## src/rtl/alu_pipe.sv

```systemverilog
// Registered, valid/ready handshaked Hack-style ALU with logical shifts and an
// optional iterative shift-add multiply (WIDTH cycles per product).
module alu_pipe #(
    parameter int unsigned WIDTH  = 16,
    parameter bit          MUL_EN = 1'b1
) (
    input  logic             clock,
    input  logic             reset,
    input  logic             in_valid,
    output logic             in_ready,
    input  logic [WIDTH-1:0] x,
    input  logic [WIDTH-1:0] y,
    input  logic [5:0]       ctrl,
    input  logic [1:0]       mode,
    output logic             out_valid,
    input  logic             out_ready,
    output logic [WIDTH-1:0] out,
    output logic             zr,
    output logic             ng,
    output logic             cy
);

    localparam int unsigned SW = $clog2(WIDTH);
    localparam int unsigned DW = 2 * WIDTH;
    localparam logic [1:0]  MODE_MUL = 2'b01;
    localparam logic [1:0]  MODE_SHL = 2'b10;
    localparam logic [1:0]  MODE_SHR = 2'b11;

    typedef enum logic {S_IDLE, S_MUL} state_t;

    state_t           state_q;
    logic [DW-1:0]    x_sh_q;
    logic [DW-1:0]    acc_q;
    logic [WIDTH-1:0] y_sh_q;
    logic [SW-1:0]    cnt_q;
    logic             done_q;
    logic             out_valid_q;
    logic [WIDTH-1:0] out_q;
    logic             zr_q;
    logic             ng_q;
    logic             cy_q;

    logic             out_free;
    logic             accept;
    logic             is_mul;
    logic             mul_last;
    logic [WIDTH-1:0] xh;
    logic [WIDTH-1:0] yh;
    logic [WIDTH:0]   sum;
    logic [WIDTH:0]   shl_w;
    logic [WIDTH:0]   shr_w;
    logic [SW-1:0]    shamt;
    logic             shift_big;
    logic [WIDTH-1:0] op_res;
    logic             op_cy;
    logic [DW-1:0]    mul_add;
    logic [DW-1:0]    mul_val;
    logic             ld_en;
    logic [WIDTH-1:0] ld_res;
    logic             ld_cy;

    assign out_free  = !out_valid_q || out_ready;
    assign in_ready  = !reset && (state_q == S_IDLE) && out_free;
    assign accept    = in_valid && in_ready;
    assign is_mul    = MUL_EN && (mode == MODE_MUL);

    assign out_valid = out_valid_q;
    assign out       = out_q;
    assign zr        = zr_q;
    assign ng        = ng_q;
    assign cy        = cy_q;

    // Single-cycle datapath: Hack function set and logical shifts.
    always_comb begin
        xh        = ctrl[5] ? '0 : x;
        xh        = ctrl[4] ? ~xh : xh;
        yh        = ctrl[3] ? '0 : y;
        yh        = ctrl[2] ? ~yh : yh;
        sum       = {1'b0, xh} + {1'b0, yh};
        shamt     = y[SW-1:0];
        shift_big = |y[WIDTH-1:SW];
        shl_w     = {1'b0, x} << shamt;
        shr_w     = {x, 1'b0} >> shamt;
        op_res    = '0;
        op_cy     = 1'b0;
        case (mode)
            MODE_SHL: begin
                op_res = shift_big ? '0 : shl_w[WIDTH-1:0];
                op_cy  = !shift_big && shl_w[WIDTH];
            end
            MODE_SHR: begin
                op_res = shift_big ? '0 : shr_w[WIDTH:1];
                op_cy  = !shift_big && shr_w[0];
            end
            default: begin
                op_res = ctrl[1] ? sum[WIDTH-1:0] : (xh & yh);
                op_res = ctrl[0] ? ~op_res : op_res;
                op_cy  = ctrl[1] && sum[WIDTH];
            end
        endcase
    end

    // Multiply step and output-register load selection.
    always_comb begin
        mul_add  = y_sh_q[0] ? (acc_q + x_sh_q) : acc_q;
        mul_val  = done_q ? acc_q : mul_add;
        mul_last = (state_q == S_MUL) && (done_q || (cnt_q == SW'(WIDTH - 1)));
        ld_en    = (accept && !is_mul) || (mul_last && out_free);
        ld_res   = (state_q == S_MUL) ? mul_val[WIDTH-1:0] : op_res;
        ld_cy    = (state_q == S_MUL) ? (|mul_val[DW-1:WIDTH]) : op_cy;
    end

    always_ff @(posedge clock or posedge reset) begin
        if (reset) begin
            state_q     <= S_IDLE;
            x_sh_q      <= '0;
            acc_q       <= '0;
            y_sh_q      <= '0;
            cnt_q       <= '0;
            done_q      <= 1'b0;
            out_valid_q <= 1'b0;
            out_q       <= '0;
            zr_q        <= 1'b0;
            ng_q        <= 1'b0;
            cy_q        <= 1'b0;
        end else begin
            if (ld_en) begin
                out_valid_q <= 1'b1;
                out_q       <= ld_res;
                zr_q        <= (ld_res == '0);
                ng_q        <= ld_res[WIDTH-1];
                cy_q        <= ld_cy;
            end else if (out_ready) begin
                out_valid_q <= 1'b0;
            end

            case (state_q)
                S_IDLE: begin
                    if (accept && is_mul) begin
                        state_q <= S_MUL;
                        x_sh_q  <= DW'(x);
                        y_sh_q  <= y;
                        acc_q   <= '0;
                        cnt_q   <= '0;
                        done_q  <= 1'b0;
                    end
                end
                S_MUL: begin
                    if (mul_last) begin
                        // Final product waits here until the output register frees up.
                        if (out_free) begin
                            state_q <= S_IDLE;
                            done_q  <= 1'b0;
                            cnt_q   <= '0;
                        end else begin
                            done_q  <= 1'b1;
                            acc_q   <= mul_val;
                        end
                    end else begin
                        acc_q  <= mul_add;
                        x_sh_q <= x_sh_q << 1;
                        y_sh_q <= y_sh_q >> 1;
                        cnt_q  <= cnt_q + SW'(1);
                    end
                end
            endcase
        end
    end

endmodule

```

## config.mk

```make
export PLATFORM = sky130hd
export DESIGN_NAME = alu_pipe
export DESIGN_NICKNAME = d
export VERILOG_FILES = /design/src/rtl/alu_pipe.sv
export SDC_FILE = /design/constraint.sdc
export NUM_CORES = 1
export LEC_CHECK = 0
export ABC_AREA = 1
export BUFFER_PORTS_ARGS = -buffer_cell sky130_fd_sc_hd__clkbuf_2
export CORE_ASPECT_RATIO = 0.5
export CORE_UTILIZATION = 55
export CTS_CLUSTER_SIZE = 20
export DETAILED_ROUTE_END_ITERATION = 6
export PLACE_DENSITY_LB_ADDON = 0.1
export REMOVE_ABC_BUFFERS = 1
export SKIP_CTS_REPAIR_TIMING = 1
export SLEW_MARGIN = 25
export SYNTH_ARGS = -nofsm -noshare
export SYNTH_HDL_FRONTEND = slang
export SYNTH_SLANG_ARGS = --single-unit
```

## constraint.sdc

```tcl
create_clock -name clock -period 7.4 [get_ports clock]
set_input_delay 2.22 -clock clock [delete_from_list [all_inputs] [get_ports clock]]
set_output_delay 2.22 -clock clock [all_outputs]
set_load 0.01 [all_outputs]
```

==> Yosys cells after proc, flatten, opt, wreduce, memory -nomap -nowiden <==
Cells that the tools add are included.
{ "totals": {"regBits": 106, "inputBits": 44, "elab_cells": 92, "out_inout_bits": 21} }
{ "op_classes": {"shift": 2, "eq_ne": 9, "muxes": 37, "reduce_logical": 25, "n_addsub": 3, "bitwise_logic": 5} }
{ "op_table": {"columns": ["operator", "count"], "rows": [
  ["32-bit two-way mux", 7],
  ["16-bit two-way mux", 11],
  ["32-bit one-hot mux with 2 select lines", 2],
  ["16-bit one-hot mux with 2 select lines", 2],
  ["16-bit inverter", 3],
  ["32-bit adder", 1],
  ["16-bit by 16-bit adder with 17-bit output", 1],
  ["16-bit by 4-bit << shifter with 17-bit output", 1],
  ["17-bit by 4-bit >> shifter with 17-bit output", 1],
  ["16-bit bitwise AND", 1],
  ["16-bit zero test", 1],
  ["16-bit OR reduction", 1],
  ["4-bit two-way mux", 3],
  ["12-bit OR reduction", 1],
  ["1-bit logical AND", 10],
  ["1-bit two-way mux", 8],
  ["4-bit one-hot mux with 2 select lines", 1],
  ["2-bit AND reduction", 4],
  ["3-bit inequality test (second input constant)", 2],
  ["1-bit one-hot mux with 2 select lines", 3],
  ["4-bit by 1-bit adder with 4-bit output (second input constant)", 1],
  ["2-bit == test (second input constant)", 2],
  ["4-bit == test (second input constant)", 1],
  ["1-bit zero test", 4],
  ["other kinds (6)", 9]
]} }

==> Longest topological paths before layout <==
{ "depth": {"depth_word": 10, "ltp_mapped": 25} }

==> Worst setup path before layout <==
Ideal clock, no wire load.
{ "synth_path": {"path_type": "input port to flip-flop", "start": "input ctrl[2]", "end": "register zr_q (netlist: zr)", "n_path_buf": 2, "arrival_time_ns": 4.867, "cell_stages": 21, "setup_slack_ns": 2.468, "required_time_ns": 7.334, "setup_ns": 0.066, "path_cell_list": "clkbuf_1 > buf_1 > xor2_1 > inv_1 > ha_1 > fa_1 > nand3_1 > nand2_1 > nand2_1 > nand3_1 > nand2_1 > nand2_1 > nand3_1 > nand2_1 > nand2_1 > nand2_1 > a21oi_1 > nand2_1 > nor2_1 > nand4_1 > nand2_1"} }
{ "synth_between": {"elab_chain_cells": 8, "word_cells_on_any_way": 9} }
{ "synth_rtl": {"columns": ["item", "line_no", "source"], "rows": [
  ["start, declared", "13", "input logic [5:0] ctrl,"],
  ["16-bit two-way mux *", "78", "yh = ctrl[2] ? ~yh : yh;"],
  ["16-bit by 16-bit adder with 17-bit output or 16-bit bitwise AND (tied branches)", "79, 96", null],
  ["16-bit two-way mux *", "96", "op_res = ctrl[1] ? sum[WIDTH-1:0] : (xh & yh);"],
  ["16-bit inverter", "97", "op_res = ctrl[0] ? ~op_res : op_res;"],
  ["16-bit two-way mux *", "97", null],
  ["16-bit one-hot mux with 2 select lines *", "86", "case (mode)"],
  ["16-bit two-way mux *", "109", "ld_res = (state_q == S_MUL) ? mul_val[WIDTH-1:0] : op_res;"],
  ["16-bit zero test *", "130", "zr_q <= (ld_res == '0);"],
  ["end signal, assigned", "130", null],
  ["end, declared", "39", "logic zr_q;"]
]} }
Mark *: on every way between the ends. The rest lies on a longest branch, timed or not.
A chain may end at the register's enable or synchronous reset.

==> Final worst setup path <==
{ "layout_path": {"start": "input out_ready", "end": "output in_ready"} }
{ "layout_between": {"elab_chain_cells": 2} }
{ "layout_rtl": {"columns": ["item", "line_no", "source"], "rows": [
  ["start, declared", "16", "input logic out_ready,"],
  ["1-bit logical OR", "62", "assign out_free = !out_valid_q || out_ready;"],
  ["1-bit logical AND", "63", "assign in_ready = !reset && (state_q == S_IDLE) && out_free;"],
  ["end, declared", "10", "output logic in_ready,"]
]} }
Every way passes these cells.

==> metrics.md <==
| Metric | Value |
|---|---|
| Post-synthesis register bit count | `105` |
| Critical Path RT | `~5200 ps` |
| Row count | `36` |
| Fin. Hold Viols | `0` |
| Final Instance Count excl. Fillers | `roughly 2.3k` |
| Dpl cells | `2237` |
| Worst VDD drop | `slightly below 0.2 mV` |
| DR WL/cell | `16.0 um` |
| Post-synthesis average cell area | `approximately 5.8 um^2` |
| Area Growth Syn to Fin | `5.80%` |
| Core area | `19900 um^2` |
| Period utilization | `approximately two thirds` |
| Global route overflow | `0` |
| CTS Root Buffer Type | `clkbuf_16` |
| Maxcap violations | `0` |
| Crit end category | `output port` |
| Initial Util | `roughly 58%` |
| DIE WIDTH | `206 um` |
| Slew headroom | `between 40 and 50%` |
| Top cells by count, synth | `nand2_1, inv_1, nand3_1` |
| Vias in the first global route | `about 11k` |
| Net Sw Power | `0.00266 W` |
| Global-route wire length before repair | `between 50000 and 60000 um` |
| Main area contributors after synthesis | `nand2_1, dfrtp_1, nand3_1, inv_1, ha_1` |
| Critical hold path startpoint | `out[2]$_DFFE_PP0P_` |
| I/O Pins | `65` |
| Final wirelength | `36100 um` |
| Largest net degree at the start of global routing | `68` |
| Nets | `between 2k and 2.5k` |
| RSZ-0062 raised after global routing | `false` |
| Most used routing layer | `met2` |
| M2 GR Usage | `a little over half` |
| Most common cell in the netlist | `nand2_1` |
| Layout Skew | `11.4 ps` |
| Crit path kind | `primary input to output port` |
| H-tree Lvls | `3` |
| Dpl hpwl | `27700 um` |
| Register area share after synthesis | `between 20% and 30%` |
| Hold Path Sink | `out[2]$_DFFE_PP0P_` |
| Post-layout min period | `4940 ps` |
| CTS tree | `yes` |
| Routed vias/inst | `5.54` |
| CP Max Fanout | `3` |
| Clk pin slew, worst setup/hold paths | `80 ps` |
| 1st-pass router iterations | `7` |
| Internal power | `between 0.002 and 0.0025 W` |
| Clock latency on the worst-skew pair | `380 ps` |
| Post-route DRC | `0` |
| Vert. Die Dim | `104 um` |
| Clk pwr share | `around 10%` |
| Netlist area before placement | `11500 um^2` |
| TNS Setup | `0 ps` |
| Share of Yosys cell area claimed by the top area cell type | `24.1%` |
| Outcome | `finished, final reports clean` |
| Vias after detailed routing | `roughly 12k` |
| Cell variety after synth | `48` |
| Fmax | `between 0.2 and 0.25 GHz` |
| Layout cells sized above 1 | `8.45%` |
| GRT Util Overall | `34.3%` |
| DIE AREA | `around 21000 um^2` |
| CP arrival | `roughly 2700 ps` |
| Pre-CTS setup slack | `2340 ps` |
| Initial antenna violation count | `0` |
| Flop-to-flop setup slack | `4110 ps` |
| Fin. max-slew vios | `0` |
| FF-to-FF Start | `done_q$_DFFE_PP0P_` |
| Routed Antenna Nets | `0` |
| Routing usage on met3 | `around 7.5%` |
| Worst Max-Slew Pin Slew | `820 ps` |
| Critical Path Source Type | `primary input` |
| Met1 Usage GRT | `approximately 49%` |
| Number of CTS-inserted buffers | `9` |
| N_diodes | `0` |
| Hold path depth | `2` |
| Proportion of power drawn by combinational gates | `68.1%` |
| Flop pwr share | `21.6%` |
| Reg-to-Reg End | `acc_q[31]$_DFFE_PP0P_` |
| Post-synthesis async set-or-reset flop share | `100%` |
| Static Leak | `~6.8 nW` |
| Yosys top cell by area | `nand2_1` |
| Clk sinks | `around 110` |
| Final setup fails | `0` |
| Port bufs | `64` |
| Violation count after the first detailed-route iteration | `1272` |
| Power per Cell Area | `405 nW/um^2` |
| Final Wtd Congestion | `1.03` |
| FF-to-FF path depth | `11` |
| Sw frac | `54.3%` |
| Max clock buf depth | `2` |
| Final WS setup | `2460 ps` |
| Syn Inst Count | `1974` |
| Number of flops mapped to enable cells by yosys | `0` |
| Synth warnings | `0` |
| Top FF cell, synth | `dfrtp_1` |
| Hold Crit Class | `flip-flop to flip-flop` |
==> cells by family (layout without fill, tap and decap cells) <==
group / count (synthesis) / in the layout / share of synthesized area, %
DFF: 105 / 105 / 22.9
muxes: 1 / 1 / 0.0874
buffers and inverters: 356 / 369 / 12.3
AOI/OAI and AO/OA: 208 / 208 / 10.7
and+or+nand+nor: 1216 / 1216 / 45.5
xor gates and xnor gates: 38 / 38 / 2.91
adders and majority gates: 50 / 50 / 5.59
==> cells in the final DEF, fill, tap and decap left out, types with 3 or more instances in the layout <==
master | Yosys | final
nand2_2 | 17 | 17
nor3_1 | 3 | 3
o31ai_1 | 9 | 9
or2_2 | 17 | 17
dfrtp_1 | 105 | 104
clkbuf_2 | 0 | 64
nand3b_1 | 3 | 3
a21oi_1 | 49 | 49
nand4_1 | 16 | 16
inv_1 | 260 | 259
o21ai_1 | 14 | 14
nor3_2 | 5 | 5
inv_2 | 15 | 15
clkinv_1 | 3 | 3
ha_1 | 48 | 48
nand3_1 | 235 | 235
nand2_1 | 736 | 735
xor2_1 | 34 | 34
clkinv_2 | 1 | 3
buf_4 | 5 | 10
o21ai_0 | 45 | 45
o22ai_1 | 16 | 16
and2_1 | 17 | 17
xnor2_1 | 4 | 4
nand3_2 | 8 | 8
clkbuf_16 | 0 | 9
a31oi_1 | 45 | 45
nor2_2 | 4 | 4
nor2_1 | 145 | 145
o211ai_1 | 19 | 19
==> metal layers <==
metal	wire length (um)	vias to the layer above
met5	0	-
met3	3320	34
met4	520	0
met2	15400	503
met1	16800	5634
li1	-	6301
==> through the flow <==
step / cell area [um^2] / power (W) / utilization [%] / hold slack, ps
floorplan: 11100 / 0.00348 / - / 468
global placement: 11800 / 0.00431 / 59.4 / 466
detailed placement: 11800 / 0.00435 / 59.4 / 477
CTS: 12100 / 0.00487 / 60.8 / 497
global route: 12100 / 0.00541 / 60.9 / 515
finish: 12100 / 0.00490 / 60.9 / 493
==> how the worst max path moves through the flow <==
stage	startpoint	end	slack (ps)	cells past startpoint
2_1_floorplan	state_q$_DFF_PP0_	y_sh_q[0]$_DFFE_PP0P_	2320	6
3_3_place_gp	y[0]	cy$_DFFE_PP0P_	2340	18
3_5_place_dp	y[0]	zr$_DFFE_PP0P_	2340	21
4_1_cts	out_ready	in_ready	2440	4
5_1_grt	out_ready	in_ready	2380	4
6_report	out_ready	in_ready	2460	4
==> final cells by class <==
| type | count | area (um^2) |
|---|---|---|
| Fill cell | 2084 | 7790 |
| Multi-Input combinational cell | 1513 | 7420 |
| Sequential cell | 105 | 2630 |
| Inverter | 279 | 1050 |
| Timing Repair Buffer | 74 | 395 |
| Tap cell | 266 | 333 |
| Clock buffer | 11 | 233 |
| Clock inverter | 5 | 56.3 |
==> worst max-delay path, stage by stage <==
cell	delay (ps)
clkbuf_2	80
nor2_1	220
nor3_2	70
clkbuf_2	130
==> power groups by stage <==
stage | Sequential (W) | Combinational (W) | Clock, W
global placement | 0.00106 | 0.00325 | 0
CTS | 0.00106 | 0.00331 | 0.000511
detailed placement | 0.00106 | 0.00329 | 0
global route | 0.00109 | 0.00378 | 0.000528
finish | 0.00106 | 0.00334 | 0.000507
floorplan | 0.00108 | 0.00240 | 0
==> sequential cells by signal, indices dropped and copies added, names as in the netlist <==
name and count:
zr 1, x_sh_q 32, state_q 1, out_valid 1, y_sh_q 16, acc_q 32, out 16, cnt_q 4
done_q 1, cy 1
(Power assumes the default switching activity.)
